<file path="src/rtl/seq_cla_subtractor.sv">
// ---------------------------------------------------------------------------
// seq_cla_subtractor
//
// Multi-cycle unsigned subtractor: computes i_minuend - i_subtrahend one
// SLICE-bit chunk per clock, least-significant slice first, using a
// SLICE-wide carry-lookahead block on A + ~B with a registered carry held
// between slices. Result format is {borrow, difference}.
//
// Parameters:
//   WIDTH - operand width, positive multiple of SLICE
//   SLICE - bits processed per cycle (lookahead width), N = WIDTH/SLICE
//
// Ports:
//   i_clk        rising-edge clock
//   i_rst        synchronous active-high reset
//   i_valid      operands valid
//   o_ready      block can accept operands (high only in IDLE)
//   i_minuend    A operand, sampled on accept
//   i_subtrahend B operand, sampled on accept
//   o_valid      result valid (high only in DONE)
//   i_ready      downstream accepts result
//   o_result     {borrow, difference mod 2^WIDTH}
//
// Optional feature macro: SEQ_SUB_SATURATE_EN
//   When defined, a result with borrow=1 has its difference field forced
//   to zero (borrow bit still reads 1). When undefined, the difference is
//   the raw two's-complement wrap value.
// ---------------------------------------------------------------------------
module seq_cla_subtractor #(
    parameter int WIDTH = 32,
    parameter int SLICE = 8
) (
    input  logic             i_clk,
    input  logic             i_rst,
    input  logic             i_valid,
    output logic             o_ready,
    input  logic [WIDTH-1:0] i_minuend,
    input  logic [WIDTH-1:0] i_subtrahend,
    output logic             o_valid,
    input  logic             i_ready,
    output logic [WIDTH:0]   o_result
);

    localparam int N     = WIDTH / SLICE;
    localparam int CNT_W = (N > 1) ? $clog2(N) : 1;
    localparam logic [CNT_W-1:0] LAST_SLICE = CNT_W'(N - 1);

    localparam logic [1:0] ST_IDLE = 2'd0;
    localparam logic [1:0] ST_RUN  = 2'd1;
    localparam logic [1:0] ST_DONE = 2'd2;

    logic [1:0]       state_q,  state_d;
    logic [WIDTH-1:0] a_q,      a_d;
    logic [WIDTH-1:0] b_q,      b_d;
    logic             carry_q,  carry_d;
    logic [CNT_W-1:0] cnt_q,    cnt_d;
    logic [WIDTH:0]   result_q, result_d;

    // Current slice operands: the shift registers always present the
    // slice being worked on in their low SLICE bits.
    logic [SLICE-1:0] a_sl, nb_sl, gen, prop, sum;
    logic [SLICE:0]   c;
    logic [WIDTH-1:0] a_shift, b_shift;

    assign a_sl  = a_q[SLICE-1:0];
    assign nb_sl = ~b_q[SLICE-1:0];
    assign c[0]  = carry_q;

    genvar gi;
    generate
        for (gi = 0; gi < SLICE; gi++) begin : g_bit
            assign gen[gi]  = a_sl[gi] & nb_sl[gi];
            assign prop[gi] = a_sl[gi] | nb_sl[gi];
            assign sum[gi]  = a_sl[gi] ^ nb_sl[gi] ^ c[gi];

            // Flattened lookahead: every carry is built directly from the
            // slice's generate/propagate terms and the registered carry-in,
            // so no carry ripples through the lower bit positions.
            logic cout;
            always_comb begin
                logic term;
                cout = carry_q;
                for (int k = 0; k <= gi; k++) begin
                    cout = cout & prop[k];
                end
                for (int j = 0; j <= gi; j++) begin
                    term = gen[j];
                    for (int k = j + 1; k <= gi; k++) begin
                        term = term & prop[k];
                    end
                    cout = cout | term;
                end
            end
            assign c[gi+1] = cout;
        end

        if (N > 1) begin : g_shift
            assign a_shift = {{SLICE{1'b0}}, a_q[WIDTH-1:SLICE]};
            assign b_shift = {{SLICE{1'b0}}, b_q[WIDTH-1:SLICE]};
        end else begin : g_noshift
            assign a_shift = '0;
            assign b_shift = '0;
        end
    endgenerate

    always_comb begin
        state_d  = state_q;
        a_d      = a_q;
        b_d      = b_q;
        carry_d  = carry_q;
        cnt_d    = cnt_q;
        result_d = result_q;
        case (state_q)
            ST_IDLE: begin
                if (i_valid) begin
                    a_d      = i_minuend;
                    b_d      = i_subtrahend;
                    carry_d  = 1'b1;      // the "+1" of A + ~B + 1
                    cnt_d    = '0;
                    result_d = '0;
                    state_d  = ST_RUN;
                end
            end
            ST_RUN: begin
                result_d[int'(cnt_q)*SLICE +: SLICE] = sum;
                carry_d = c[SLICE];
                a_d     = a_shift;
                b_d     = b_shift;
                if (cnt_q == LAST_SLICE) begin
                    result_d[WIDTH] = ~c[SLICE];
`ifdef SEQ_SUB_SATURATE_EN
                    if (!c[SLICE]) begin
                        result_d[WIDTH-1:0] = '0;
                    end
`endif
                    state_d = ST_DONE;
                end else begin
                    cnt_d = cnt_q + 1'b1;
                end
            end
            ST_DONE: begin
                if (i_ready) begin
                    state_d = ST_IDLE;
                end
            end
            default: state_d = ST_IDLE;
        endcase
    end

    always_ff @(posedge i_clk) begin
        if (i_rst) begin
            state_q  <= ST_IDLE;
            a_q      <= '0;
            b_q      <= '0;
            carry_q  <= 1'b0;
            cnt_q    <= '0;
            result_q <= '0;
        end else begin
            state_q  <= state_d;
            a_q      <= a_d;
            b_q      <= b_d;
            carry_q  <= carry_d;
            cnt_q    <= cnt_d;
            result_q <= result_d;
        end
    end

    assign o_ready  = (state_q == ST_IDLE);
    assign o_valid  = (state_q == ST_DONE);
    assign o_result = result_q;

endmodule

</file>
<file path="config.mk">
export PLATFORM = sky130hd
export DESIGN_NAME = seq_cla_subtractor
export DESIGN_NICKNAME = d
export VERILOG_FILES = /design/src/rtl/seq_cla_subtractor.sv
export SDC_FILE = /design/constraint.sdc
export NUM_CORES = 1
export LEC_CHECK = 0
export CAP_MARGIN = 5
export CELL_PAD_IN_SITES_DETAIL_PLACEMENT = 0
export CELL_PAD_IN_SITES_GLOBAL_PLACEMENT = 1
export CORE_ASPECT_RATIO = 0.6
export CORE_MARGIN = 4
export CORE_UTILIZATION = 37
export CTS_CLUSTER_DIAMETER = 200
export DETAILED_ROUTE_END_ITERATION = 6
export PLACE_DENSITY_LB_ADDON = 0.1
export SLEW_MARGIN = 10
export SYNTH_ARGS = -nofsm -noshare
export SYNTH_HDL_FRONTEND = slang
export SYNTH_SLANG_ARGS = --single-unit
</file>
<file path="constraint.sdc">
create_clock -name i_clk -period 2.7 [get_ports i_clk]
set_clock_uncertainty 0.05 [all_clocks]
set_input_delay 0.54 -clock i_clk [delete_from_list [all_inputs] [get_ports i_clk]]
set_output_delay 0.54 -clock i_clk [all_outputs]
set_load 0.02 [all_outputs]
</file>
; Yosys cells after proc, flatten, opt, wreduce, memory -nomap -nowiden
; Cells that the tools add are included.
[word_totals]
ff_bits = 102
latch_bits = 0
ram_bits = 0
mem_bits_ro = 0
inputBits = 68
out_inout_bits = 35
wordCells = 145
memories = 0
[classes]
add_sub_neg = 2
multipliers = 0
div_mod_pow = 0
magnitude_cmp = 0
eq_ne = 7
shifts = 2
mux = 17
bitwise_logic = 106
n_reduce_logical = 5
[ops]
columns = op, count
row1 = $pmux 32 s2, 2
row2 = $pmux 33 s2, 1
row3 = $mux 32, 2
row4 = $and 1x1->1, 44
row5 = $or 1x1->1, 44
row6 = $bwmux 33, 1
row7 = $mux 33, 1
row8 = $neg 5->33, 1
row9 = $shift 8x33->33 const A, 1
row10 = $shiftx 8x33->33, 1
row11 = $xor 1x1->1, 16
row12 = $mux 2, 5
row13 = $not 8->8, 1
row14 = $ne 2x2->1 const B, 3
row15 = $pmux 2 s3, 1
row16 = $reduce_and 3->1, 2
row17 = $eq 2x2->1 const B, 2
row18 = $pmux 2 s2, 1
row19 = $add 2x1->2 const B, 1
row20 = $eq 2x1->1 const B, 1
row21 = $logic_not 2->1, 1
row22 = $mux 1, 2
row23 = $ne 2x1->1 const B, 1
row24 = $pmux 1 s2, 1
row25 = other kinds (3), 3

; Depth between registers and ports, before layout
[depth]
depth_word = 21
ltp_mapped = 7
ltp_nobuf = 7

; Worst setup path before layout
; Ideal clock, no wire load.
[synth_path]
kind = register -> register
startpoint = register b_q[2]
endpoint = register result_q[7], in the netlist o_result[7]
setup_ns = 0.117
t_arrival_ns = 1.827
required_ns = 2.533
slack_ns = 0.706
stages_incl_launch_ff = 8
path_buffers = 0
period_less_slack_ns = 1.994
path_cell_list = dfxtp_1 inv_1 ha_1 or3_4 or4_4 o22ai_4 nor3b_2 a22o_1
[synth_via]
elab_chain_cells = 18
elab_cells_between_ends = 57
cone_classes = 1 x shift / 2 x mux / 54 x bitwise
[synth_lines]
columns = element, line
row1 = start: declaration, 54  ; logic [WIDTH-1:0] b_q, b_d;
row2 = start signal: assignment, 154  ; b_q <= '0;
row3 = start signal: assignment, 161  ; b_q <= b_d;
row4 = $not 8->8 *, 66  ; assign nb_sl = ~b_q[SLICE-1:0];
row5 = $or 1x1->1, 73  ; assign prop[gi] = a_sl[gi] | nb_sl[gi];
row6 = $and 1x1->1 (on tied branches) (5 in a row), "84, 89"
row7 = $or 1x1->1 (7 in a row), 91  ; cout = cout | term;
row8 = $xor 1x1->1, 74  ; assign sum[gi] = a_sl[gi] ^ nb_sl[gi] ^ c[gi];
row9 = $shiftx 8x33->33 *, 125  ; result_d[int'(cnt_q)*SLICE +: SLICE] = sum;
row10 = $bwmux 33 *, 125
row11 = $pmux 33 s2 *, 113  ; case (state_q)
row12 = end signal: assignment, 164  ; result_q <= result_d;
row13 = end: declaration, 57  ; logic [WIDTH:0] result_q, result_d;
; Every way passes the cells marked *; elsewhere a longest branch is shown, timed or not.
; A chain may end at the register's enable or synchronous reset.

; Worst setup path after layout
[layout_path]
startpoint = register state_q[1]
endpoint = output o_valid
[layout_via]
elab_chain_cells = 1
[layout_lines]
columns = element, line
row1 = start: declaration, 52  ; logic [1:0] state_q, state_d;
row2 = start signal: assignment, 159  ; state_q <= state_d;
row3 = $eq 2x2->1, 169  ; assign o_valid = (state_q == ST_DONE);
row4 = end: declaration, 39  ; output logic o_valid,
; Every way passes these cells.

==> flow_summary.json <==
{
  "grt_overflow_total": 0,
  "dp_slack_ns": 0.397,
  "top_usage_layer": "met1",
  "use_met3_pct": 3.95,
  "rsz0062_at_grt": "false",
  "crit_end": "o_valid",
  "fin_crit_sh_pct": 88.6,
  "worst_pin_slew_ns": 0.802,
  "syn_area_mm2": 0.00471,
  "max-cap-violations": 0,
  "p_per_area_mw_per_mm2": 594,
  "placementRows": 31,
  "synth_warnings": 0,
  "worstSetupEndpointType": "primary output",
  "synth-seq-cells": 102,
  "dp_hpwl_mm": 9.82,
  "syn_nets": 663,
  "tns_ns": 0,
  "drtPass1Iterations": 5,
  "io_buffers": 102,
  "core_area_mm2": 0.0123,
  "final_common_cell": "nand2_1",
  "path_class": "flop to primary output",
  "leakagePower_nw": 2.40,
  "max-slew-margin-rel_pct": 46.6,
  "cts_made_buffers": 9,
  "gp_congestion": 0.781,
  "root_buffer": "clkbuf_16",
  "die_h_um": 95.4,
  "met2_usage_pct": 24.9,
  "grt_pass1_wl_mm": 21.0,
  "async_flop_share_pct": 0,
  "timing.final.max_slew_violations": 0,
  "synth_edf_count": 0,
  "syn_area_per_cell_um2": 8.20,
  "grt_pass1_vias": 4034,
  "fmax_mhz": 418,
  "reg2reg_to": "carry_q",
  "ys_types": 52,
  "wl_per_cell_um": 15.6,
  "drive_gt1_share_pct": 6.02,
  "r2r_start": "b_q[3]",
  "htree_levels": 3,
  "hold_class": "flop to flop",
  "ir_drop_mv": 0.314,
  "hold_viol": 0,
  "worstPathArrival_ns": 1.80,
  "post-cts-setup-buffer-count": 0,
  "setup_viol": 0,
  "synth_top_area_share_pct": 43.4,
  "period_minus_slack_ns": 2.39,
  "nNetsFinal": 749,
  "cts_resized": 0,
  "start_kind": "flop",
  "yosysTopAreaCell": "dfxtp_1",
  "post-route-worst-setup-slack_ns": 0.308,
  "grt.total_usage_pct": 17.8,
  "die-width_um": 154,
  "ioPinCount": 103,
  "routed_via_density": 5.12,
  "crit_required_ns": 2.11,
  "diodes": 0,
  "crit_start": "state_q[1]",
  "clock_path_buffers": 2,
  "grt_use_met1_pct": 27.8,
  "final_cell_mix": "nand2_1 (108), dfxtp_1 (102), clkdlybuf4s50_1 (101)",
  "ys_seq_area_share_pct": 43.4,
  "status": "complete, no violations",
  "syn_inst": 574,
  "start_util_pct": 38.4,
  "final_antenna_net_count": 0,
  "clock_sinks": 102,
  "antenna_found_initial": 0,
  "r2r_cells": 7,
  "area_growth_pct": 31.5,
  "clk_latency_ns": 0.34,
  "hold_buffers": 0,
  "grt_start_max_net_pins": 63,
  "synthFlopType": "dfxtp_1",
  "dieArea_mm2": 0.0147,
  "cts_tree": "done",
  "detail_route.iter0.violations": 313,
  "reg2reg_slack_ns": 0.48,
  "vias": 4246,
  "crit_fanout": 10,
  "clkTransAtPathRegs_ns": 0.07,
  "drc_errors": 0,
  "synthTopCellsByArea": "dfxtp_1 (43%), a311oi_1 (8.9%), nand2_1 (8.6%)",
  "totalWireLength_mm": 13.0
}
## sequential cells by signal, indices dropped and copies added, names as in the netlist
register  flops
o_result     33
b_q          32
carry_q       1
cnt_q         2
state_q       2
a_q          32
## synth_stat cells (4+ instances only)
| cell | n |
|---|---|
| nand2_1 | 108 |
| nor3_1 | 5 |
| a311oi_1 | 48 |
| buf_2 | 5 |
| dfxtp_1 | 102 |
| o31ai_1 | 5 |
| nand2b_1 | 8 |
| nor2_1 | 96 |
| a22oi_1 | 25 |
| nand3b_1 | 8 |
| nand3_1 | 4 |
| nor2b_1 | 7 |
| a22o_1 | 4 |
| o21ai_0 | 13 |
| a21oi_1 | 11 |
| ha_1 | 20 |
| buf_1 | 6 |
| clkbuf_1 | 26 |
| inv_1 | 28 |
## critical path, stage by stage, from the launching register on
cell             delay [ns]
dfxtp_1                0.59
nor2b_1                0.24
clkdlybuf4s50_1        0.63
## metrics by stage
stage	area (µm²)	total power, mW	hold WS [ns]	utilization, %	cells
global route	6190	3.88	0.432	50.5	830
finish	6190	3.68	0.400	50.5	830
CTS	6190	3.72	0.405	50.5	830
detailed placement	5900	2.48	0.395	48.2	814
floorplan	4710	2.17	0.405	-	574
global placement	5900	2.47	0.389	48.2	814
## how the worst min path moves through the flow
stage                     cells after the start  slack (ns)          from           end
after CTS                                     2        0.40  o_result[24]  o_result[24]
after floorplan                               2        0.41       a_q[18]       a_q[10]
after detailed placement                      2        0.40  o_result[24]  o_result[24]
after global placement                        2        0.39  o_result[30]  o_result[30]
after global routing                          2        0.43  o_result[24]  o_result[24]
final                                         2        0.40  o_result[28]  o_result[28]
## final cells by class
| type | instances | area, µm² |
|---|---|---|
| Multi-Input combinational cell | 406 | 2430 |
| Inverter | 28 | 105 |
| Sequential cell | 102 | 2040 |
| Timing Repair Buffer | 113 | 1120 |
| Clock buffer | 12 | 256 |
| Tap cell | 165 | 206 |
| Fill cell | 1197 | 6070 |
| Clock inverter | 4 | 31.3 |
## kinds of logic (layout without fill, tap and decap cells)
| group | Yosys count | count (layout) | share of synthesized area, % |
|---|---|---|---|
| compound gates | 126 | 126 | 20.8 |
| xor+xnor | 4 | 4 | 0.744 |
| fa+ha+maj | 21 | 21 | 5.74 |
| buf+inv | 66 | 157 | 5.47 |
| flops | 102 | 102 | 43.4 |
| mux | 1 | 1 | 0.213 |
| simple gates | 254 | 254 | 23.6 |
## routing by layer
| metal | routed length, µm | share of wire, % | vias to the layer above |
|---|---|---|---|
| met5 | 0 | 0 | - |
| met4 | 73 | 0.56 | 0 |
| met3 | 656 | 5.1 | 7 |
| met2 | 5130 | 40 | 103 |
| met1 | 7100 | 55 | 1966 |
| li1 | - | - | 2170 |
## where the power goes
| part | switching (mW) | internal (mW) |
|---|---|---|
| sequential | 0.0683 | 1.60 |
| clock | 0.557 | 0.680 |
| combinational | 0.430 | 0.343 |
Note: power is estimated with default switching activity, not from simulation.
